**src/rtl/pipeline_hazard_ctrl_if.sv**
```systemverilog
// Handshake bundle between the pipeline datapath and the hazard/control scheduler.
// The datapath side is master; the scheduler is slave.
interface pipeline_hazard_ctrl_if #(
   parameter int CNT_W = 16
);
   logic             in_id_valid;
   logic [5:0]       in_id_rs;
   logic [5:0]       in_id_rt;
   logic             in_id_uses_rs;
   logic             in_id_uses_rt;
   logic [5:0]       in_id_rd;
   logic             in_id_ctrl_regwrt;
   logic             in_id_ctrl_flow;
   logic             in_wb_ctrl_regwrt;
   logic [5:0]       in_wb_rd;
   logic             in_wb_ctrl_flow;
   logic             in_wb_redirect;
   logic             out_pc_write;
   logic             out_ifid_write;
   logic             out_ifid_flush;
   logic             out_idex_bubble;
   logic [CNT_W-1:0] out_stall_count;
   logic             out_err;

   modport master (
      output in_id_valid, in_id_rs, in_id_rt, in_id_uses_rs, in_id_uses_rt,
             in_id_rd, in_id_ctrl_regwrt, in_id_ctrl_flow,
             in_wb_ctrl_regwrt, in_wb_rd, in_wb_ctrl_flow, in_wb_redirect,
      input  out_pc_write, out_ifid_write, out_ifid_flush, out_idex_bubble,
             out_stall_count, out_err
   );

   modport slave (
      input  in_id_valid, in_id_rs, in_id_rt, in_id_uses_rs, in_id_uses_rt,
             in_id_rd, in_id_ctrl_regwrt, in_id_ctrl_flow,
             in_wb_ctrl_regwrt, in_wb_rd, in_wb_ctrl_flow, in_wb_redirect,
      output out_pc_write, out_ifid_write, out_ifid_flush, out_idex_bubble,
             out_stall_count, out_err
   );
endinterface

```
**src/rtl/pipeline_hazard_ctrl.sv**
```systemverilog
// RAW-hazard scoreboard and branch/jump resolution scheduler for the 4-stage pipeline.
//   state        | meaning
//   ST_RUN       | normal issue; stalls ID on RAW hazards
//   ST_CTRL_WAIT | branch/jump in flight; fetch held until WB resolves it or it times out
module pipeline_hazard_ctrl #(
   parameter int NREG         = 64,
   parameter int CTRL_TIMEOUT = 4,
   parameter int CNT_W        = 16
) (
   input  logic                  clk,
   input  logic                  rst,
   pipeline_hazard_ctrl_if.slave hz
);
   localparam int TMO_W = $clog2(CTRL_TIMEOUT + 1);

   typedef enum logic {ST_RUN, ST_CTRL_WAIT} state_t;

   state_t           state, state_nxt;
   logic [TMO_W-1:0] tmo, tmo_nxt;
   logic [1:0]       pend     [NREG];
   logic [1:0]       pend_nxt [NREG];
   logic [CNT_W-1:0] stall_cnt;
   logic             err;

   logic raw, issue, commit, same_reg;
   logic pc_write, ifid_write, ifid_flush, idex_bubble;
   logic sb_err, tmo_err, stray_err;

   assign raw = hz.in_id_valid &
                ((hz.in_id_uses_rs & (pend[hz.in_id_rs] != 2'd0)) |
                 (hz.in_id_uses_rt & (pend[hz.in_id_rt] != 2'd0)));

   always_comb begin
      state_nxt   = state;
      tmo_nxt     = tmo;
      pc_write    = 1'b1;
      ifid_write  = 1'b1;
      ifid_flush  = 1'b0;
      idex_bubble = 1'b0;
      tmo_err     = 1'b0;
      stray_err   = 1'b0;
      case (state)
         ST_RUN: begin
            if (raw) begin
               pc_write    = 1'b0;
               ifid_write  = 1'b0;
               idex_bubble = 1'b1;
            end else if (hz.in_id_valid && hz.in_id_ctrl_flow) begin
               state_nxt = ST_CTRL_WAIT;
               tmo_nxt   = '0;
            end
            stray_err = hz.in_wb_ctrl_flow & hz.in_wb_redirect;
         end
         ST_CTRL_WAIT: begin
            pc_write    = 1'b0;
            ifid_write  = 1'b0;
            idex_bubble = 1'b1;
            tmo_nxt     = TMO_W'(tmo + 1'b1);
            if (hz.in_wb_ctrl_flow) begin
               // A taken redirect loads the target and discards the held wrong-path fetch.
               pc_write   = hz.in_wb_redirect;
               ifid_flush = hz.in_wb_redirect;
               state_nxt  = ST_RUN;
            end else if (tmo == TMO_W'(CTRL_TIMEOUT - 1)) begin
               tmo_err   = 1'b1;
               state_nxt = ST_RUN;
            end
         end
         default: state_nxt = ST_RUN;
      endcase
   end

   // Issue and commit to the same register cancel out, so neither side touches the counter.
   assign issue    = hz.in_id_valid & hz.in_id_ctrl_regwrt & ~idex_bubble;
   assign commit   = hz.in_wb_ctrl_regwrt;
   assign same_reg = issue & commit & (hz.in_id_rd == hz.in_wb_rd);

   always_comb begin
      pend_nxt = pend;
      sb_err   = 1'b0;
      if (issue && !same_reg) begin
         if (pend[hz.in_id_rd] == 2'd3) sb_err = 1'b1;
         else pend_nxt[hz.in_id_rd] = pend[hz.in_id_rd] + 2'd1;
      end
      if (commit && !same_reg) begin
         if (pend[hz.in_wb_rd] == 2'd0) sb_err = 1'b1;
         else pend_nxt[hz.in_wb_rd] = pend[hz.in_wb_rd] - 2'd1;
      end
   end

   always_ff @(posedge clk or posedge rst) begin
      if (rst) begin
         state     <= ST_RUN;
         tmo       <= '0;
         stall_cnt <= '0;
         err       <= 1'b0;
         for (int i = 0; i < NREG; i++) pend[i] <= 2'd0;
      end else begin
         state <= state_nxt;
         tmo   <= tmo_nxt;
         pend  <= pend_nxt;
         err   <= err | sb_err | tmo_err | stray_err;
         if (idex_bubble && (stall_cnt != {CNT_W{1'b1}})) stall_cnt <= stall_cnt + 1'b1;
      end
   end

   assign hz.out_pc_write    = pc_write;
   assign hz.out_ifid_write  = ifid_write;
   assign hz.out_ifid_flush  = ifid_flush;
   assign hz.out_idex_bubble = idex_bubble;
   assign hz.out_stall_count = stall_cnt;
   assign hz.out_err         = err;
endmodule

```
**src/flat_wrapper.sv**
```systemverilog
// flat-port wrapper written by rule: the top's interface ports become plain ports
module pipeline_hazard_ctrl_flat 
#(
   parameter int NREG         = 64,
   parameter int CTRL_TIMEOUT = 4,
   parameter int CNT_W        = 16
)
  (clk, rst, hz_in_id_valid, hz_in_id_rs, hz_in_id_rt, hz_in_id_uses_rs, hz_in_id_uses_rt, hz_in_id_rd, hz_in_id_ctrl_regwrt, hz_in_id_ctrl_flow, hz_in_wb_ctrl_regwrt, hz_in_wb_rd, hz_in_wb_ctrl_flow, hz_in_wb_redirect, hz_out_pc_write, hz_out_ifid_write, hz_out_ifid_flush, hz_out_idex_bubble, hz_out_stall_count, hz_out_err);
  pipeline_hazard_ctrl_if #(.CNT_W(CNT_W)) hz_i ();
  input  logic clk;
  input  logic rst;
  input wire logic [$bits(hz_i.in_id_valid)-1:0] hz_in_id_valid;
  input wire logic [$bits(hz_i.in_id_rs)-1:0] hz_in_id_rs;
  input wire logic [$bits(hz_i.in_id_rt)-1:0] hz_in_id_rt;
  input wire logic [$bits(hz_i.in_id_uses_rs)-1:0] hz_in_id_uses_rs;
  input wire logic [$bits(hz_i.in_id_uses_rt)-1:0] hz_in_id_uses_rt;
  input wire logic [$bits(hz_i.in_id_rd)-1:0] hz_in_id_rd;
  input wire logic [$bits(hz_i.in_id_ctrl_regwrt)-1:0] hz_in_id_ctrl_regwrt;
  input wire logic [$bits(hz_i.in_id_ctrl_flow)-1:0] hz_in_id_ctrl_flow;
  input wire logic [$bits(hz_i.in_wb_ctrl_regwrt)-1:0] hz_in_wb_ctrl_regwrt;
  input wire logic [$bits(hz_i.in_wb_rd)-1:0] hz_in_wb_rd;
  input wire logic [$bits(hz_i.in_wb_ctrl_flow)-1:0] hz_in_wb_ctrl_flow;
  input wire logic [$bits(hz_i.in_wb_redirect)-1:0] hz_in_wb_redirect;
  output wire logic [$bits(hz_i.out_pc_write)-1:0] hz_out_pc_write;
  output wire logic [$bits(hz_i.out_ifid_write)-1:0] hz_out_ifid_write;
  output wire logic [$bits(hz_i.out_ifid_flush)-1:0] hz_out_ifid_flush;
  output wire logic [$bits(hz_i.out_idex_bubble)-1:0] hz_out_idex_bubble;
  output wire logic [$bits(hz_i.out_stall_count)-1:0] hz_out_stall_count;
  output wire logic [$bits(hz_i.out_err)-1:0] hz_out_err;
  assign hz_i.in_id_valid = hz_in_id_valid;
  assign hz_i.in_id_rs = hz_in_id_rs;
  assign hz_i.in_id_rt = hz_in_id_rt;
  assign hz_i.in_id_uses_rs = hz_in_id_uses_rs;
  assign hz_i.in_id_uses_rt = hz_in_id_uses_rt;
  assign hz_i.in_id_rd = hz_in_id_rd;
  assign hz_i.in_id_ctrl_regwrt = hz_in_id_ctrl_regwrt;
  assign hz_i.in_id_ctrl_flow = hz_in_id_ctrl_flow;
  assign hz_i.in_wb_ctrl_regwrt = hz_in_wb_ctrl_regwrt;
  assign hz_i.in_wb_rd = hz_in_wb_rd;
  assign hz_i.in_wb_ctrl_flow = hz_in_wb_ctrl_flow;
  assign hz_i.in_wb_redirect = hz_in_wb_redirect;
  assign hz_out_pc_write = hz_i.out_pc_write;
  assign hz_out_ifid_write = hz_i.out_ifid_write;
  assign hz_out_ifid_flush = hz_i.out_ifid_flush;
  assign hz_out_idex_bubble = hz_i.out_idex_bubble;
  assign hz_out_stall_count = hz_i.out_stall_count;
  assign hz_out_err = hz_i.out_err;
  pipeline_hazard_ctrl #(.NREG(NREG), .CTRL_TIMEOUT(CTRL_TIMEOUT), .CNT_W(CNT_W)) u_core (.clk(clk), .rst(rst), .hz(hz_i));
endmodule
```
**config.mk**
```make
export PLATFORM = sky130hd
export DESIGN_NAME = pipeline_hazard_ctrl_flat
export DESIGN_NICKNAME = d
export VERILOG_FILES = /design/src/rtl/pipeline_hazard_ctrl_if.sv /design/src/rtl/pipeline_hazard_ctrl.sv /design/src/flat_wrapper.sv
export SDC_FILE = /design/constraint.sdc
export NUM_CORES = 1
export LEC_CHECK = 0
export ABC_CLOCK_PERIOD_IN_PS = 10700
export BUFFER_PORTS_ARGS = -buffer_cell sky130_fd_sc_hd__buf_2
export CAP_MARGIN = 0
export CELL_PAD_IN_SITES_DETAIL_PLACEMENT = 1
export CELL_PAD_IN_SITES_GLOBAL_PLACEMENT = 2
export CORE_ASPECT_RATIO = 1.5
export CORE_MARGIN = 1
export CORE_UTILIZATION = 45
export DETAILED_ROUTE_END_ITERATION = 12
export PLACE_DENSITY_LB_ADDON = 0.1
export SLEW_MARGIN = 40
export SYNTH_ARGS = -nofsm -noshare
export SYNTH_HDL_FRONTEND = slang
export SYNTH_SLANG_ARGS = --single-unit
export TNS_END_PERCENT = 30
```
**constraint.sdc**
```tcl
create_clock -name clk -period 10.7 [get_ports clk]
set_input_delay 0.535 -clock clk [delete_from_list [all_inputs] [get_ports clk]]
set_output_delay 0.535 -clock clk [all_outputs]
set_load 0.005 [all_outputs]
```
==> results.py <==
metrics = {
    "outcome": {
        "status": "complete, no violations",
    },
    "power_and_ir_drop": {
        "internal_power_uw": 1304,
        "switching_share_pct": 41.16,
        "power.net_switching_uw": 912.5,
        "peakVddDrop_uv": 127.9,
        "p_leak_uw": 0.005492,
        "p_clk_share_pct": 28.4,
        "pwr_density_cell_mw_per_mm2": 166.7,
        "power.share.combinational_pct": 32.2,
        "power.share.sequential_pct": 39.4,
    },
    "job": {
        "cap_violations": 0,
    },
    "setup_path": {
        "path_max_fanout": 38,
        "cp.arrival_ps": 4950,
        "worstSetupEndpointType": "register",
        "cp.required_ps": 10980,
        "critPathLaunchType": "primary input",
        "critPathKind": "in -> reg",
    },
    "routing": {
        "wl_per_cell_um": 34.04,
        "vias": 11250,
        "wirelength_um": 52770,
        "dr.pass1.iters": 5,
        "dr.first_iter.drc_count": 1127,
        "drc": 0,
        "ant_nets": 0,
        "via_per_inst": 7.255,
    },
    "synthesis": {
        "synthTopCellsByArea": "dfrtp_1, mux2i_1, nor4_4",
        "syn_area_per_cell_um2": 10.12,
        "syn_inst": 1210,
        "ys_warn_count": 0,
        "async_reset_ff_share_pct": 100.0,
        "synth_ff_type": "dfrtp_1",
        "yosys.area.top_type_share_pct": 30.44,
        "synth_top_cell_by_area": "dfrtp_1",
        "synth-seq-cells": 149,
        "synth_edf_count": 0,
        "synth_cell_types": 76,
        "ys_seq_area_share_pct": 30.44,
        "synth_area_mm2": 0.01225,
        "synth_nets": 1249,
    },
    "die": {
        "num_io_pins": 55,
        "dieArea_mm2": 0.02790,
        "core-area_mm2": 0.02667,
        "start_util_pct": 45.93,
        "dieHeight_um": 204.1,
        "rows": 73,
        "die_w_um": 136.7,
    },
    "clocking": {
        "clk_latency_ps": 470,
        "cts.sinks": 149,
        "clockBufferDepth": 2,
        "postCtsSetupBuffers": 0,
        "post_cts_resized": 0,
        "cts_made_buffers": 17,
        "cts_tree": "built",
        "cts_root_buf": "clkbuf_16",
        "cts_hold_buf": 0,
        "htree_levels": 4,
        "clkSlewWorstSetupHoldPaths_ps": 70,
    },
    "timing": {
        "setup_ws_ps": 6033,
        "final_max_slew_viol_count": 0,
        "rsz0062_at_grt": "no",
        "final_hold_viol_count": 0,
        "fin_setup_tns_ps": 0,
        "finalCritPeriodShare_pct": 43.62,
        "tightestPinTransition_ps": 937.8,
        "setup_viol": 0,
        "clock.fmax_mhz": 214.3,
        "fin_worst_skew_ps": 18.81,
        "min_period_ps": 4667,
        "slew_headroom_pct": 35.86,
    },
    "layout": {
        "final_cells": 1550,
        "antenna_cells": 0,
        "drive_above_1_share_pct": 19.79,
        "syn2layout_area_growth_pct": 8.529,
        "most-common-layout-cells": "mux2i_1, dfrtp_1, nand2_1, nor2_1, buf_2",
        "num-nets-final": 1239,
        "final_common_cell": "mux2i_1",
    },
    "placed_design": {
        "io_buffers": 54,
        "place_congestion": 0.9775,
        "dp.final_hpwl_um": 35860,
        "dp_slack_ps": 5740,
        "dp_cells": 1516,
    },
    "global_route": {
        "antenna_found_initial": 0,
        "busiest_layer": "met2",
        "grt_use_met3_pct": 6.523,
        "grt_pass1_vias": 11630,
        "use_met2_pct": 62.27,
        "grt_pass1_wl_um": 78040,
        "grtUsageTotal_pct": 39.31,
        "grt_max_degree": 95,
        "grtUsageMet1_pct": 47.73,
        "grt_overflow": 0,
    },
    "worst_hold_path": {
        "hold_path_class": "in -> async",
    },
}
worst max-delay path, stage by stage:
cell	delay, ps
buf_2	80
buf_4	530
mux4_2	600
mux4_2	480
a22oi_1	240
nor2_1	60
a31oi_1	150
o21ai_0	160
ha_4	230
nor2b_1	240
nand2_1	590
nor4_2	640
mux2i_1	260
mux2i_1	120
sequential cells by signal (all words and copies together) (netlist names):
register                   count
u_core.pend                  128
u_core.hz.out_stall_count     16
u_core.hz.out_err              1
u_core.state                   1
u_core.tmo                     3
metrics by stage:
step	area [um^2]	utilization (%)	hold slack, ps	power, uW
after global routing	13300	49.85	210.3	2289
after floorplan	12250	-	449.8	1269
after CTS	13260	49.71	207.0	2203
final	13300	49.85	158.0	2217
after global placement	12610	47.30	460.9	1550
after detailed placement	12660	47.47	486.7	1569
metal layers:
metal	up-vias	wire [um]
met4	0	4022
met2	659	24790
met1	5738	20230
met5	-	0
met3	215	3727
li1	4634	-
cells by family (layout without fill, tap and decap cells):
group	count (synthesis)	count (layout)	synth area share, %
XOR/XNOR	21	21	1.501
flip-flops	149	149	30.44
AO/OA/AOI/OAI	205	205	11.99
adder cells (fa/ha/maj)	5	5	0.5107
AND/OR/NAND/NOR	404	404	22.69
buffers and inverters	118	121	4.627
multiplexers	308	308	28.24
worst paths after layout:
path	from	to	slack, ps	cells past startpoint
setup / recovery	hz_in_id_rd[1]	u_core.pend[54]$_DFF_PP0_	6030	14
hold / removal	rst	u_core.pend[26]$_DFF_PP0_	160	2
setup reg to reg	u_core.pend[77]$_DFF_PP0_	u_core.pend[54]$_DFF_PP0_	6320	12
hold reg to reg	u_core.hz.out_stall_count[13]$_DFFE_PP0P_	u_core.hz.out_stall_count[13]$_DFFE_PP0P_	490	1
max in group asynchronous	rst	u_core.pend[113]$_DFF_PP0_	9540	3
min in group clk	hz_in_id_ctrl_flow	u_core.state$_DFF_PP0_	370	3
power groups by stage:
stage | clock (uW) | combinational, uW | sequential (uW)
finish | 629 | 715 | 873
global route | 655 | 758 | 875
CTS | 639 | 704 | 860
detailed placement | 0 | 701 | 868
global placement | 0 | 683 | 867
floorplan | 0 | 487 | 782
cell usage after synthesis (4+ instances only):
master and number:
mux2i_1 268, dfrtp_1 149, nand2_1 109, nor2_1 75
clkbuf_1 42, nor3_1 40, nor4_2 34, o22ai_1 33
nor4_4 32, a21oi_1 30, buf_2 30, mux4_2 29
a22oi_1 23, o21ai_0 18, xnor2_1 17, buf_1 16
nand3_1 14, nand4_1 14, a211oi_1 13, inv_1 13
a2111oi_0 12, a221oi_1 11, mux2_2 11, a31oi_1 10
nor3b_1 10, nor4_1 10, a22o_1 9, nor2b_1 9
and3_1 8, nand2b_1 8, a311oi_1 7, buf_4 6
or3_1 6, ha_1 5, o22a_1 5, and2_1 4
buf_6 4, nand3b_1 4, nor4b_1 4, o211ai_1 4
o221ai_1 4, xor2_1 4
area by class of cell:
cell class                 instances  area (um^2)
inverter                          17        71.32
multi-input combinational        943         8041
fill                            2921        13380
timing repair buffer              72        434.2
sequential                       149         3729
clock inverter                    12        141.4
clock buffer                      20        456.7
tap                              337        421.7
Power figures use the tool's default switching activity.
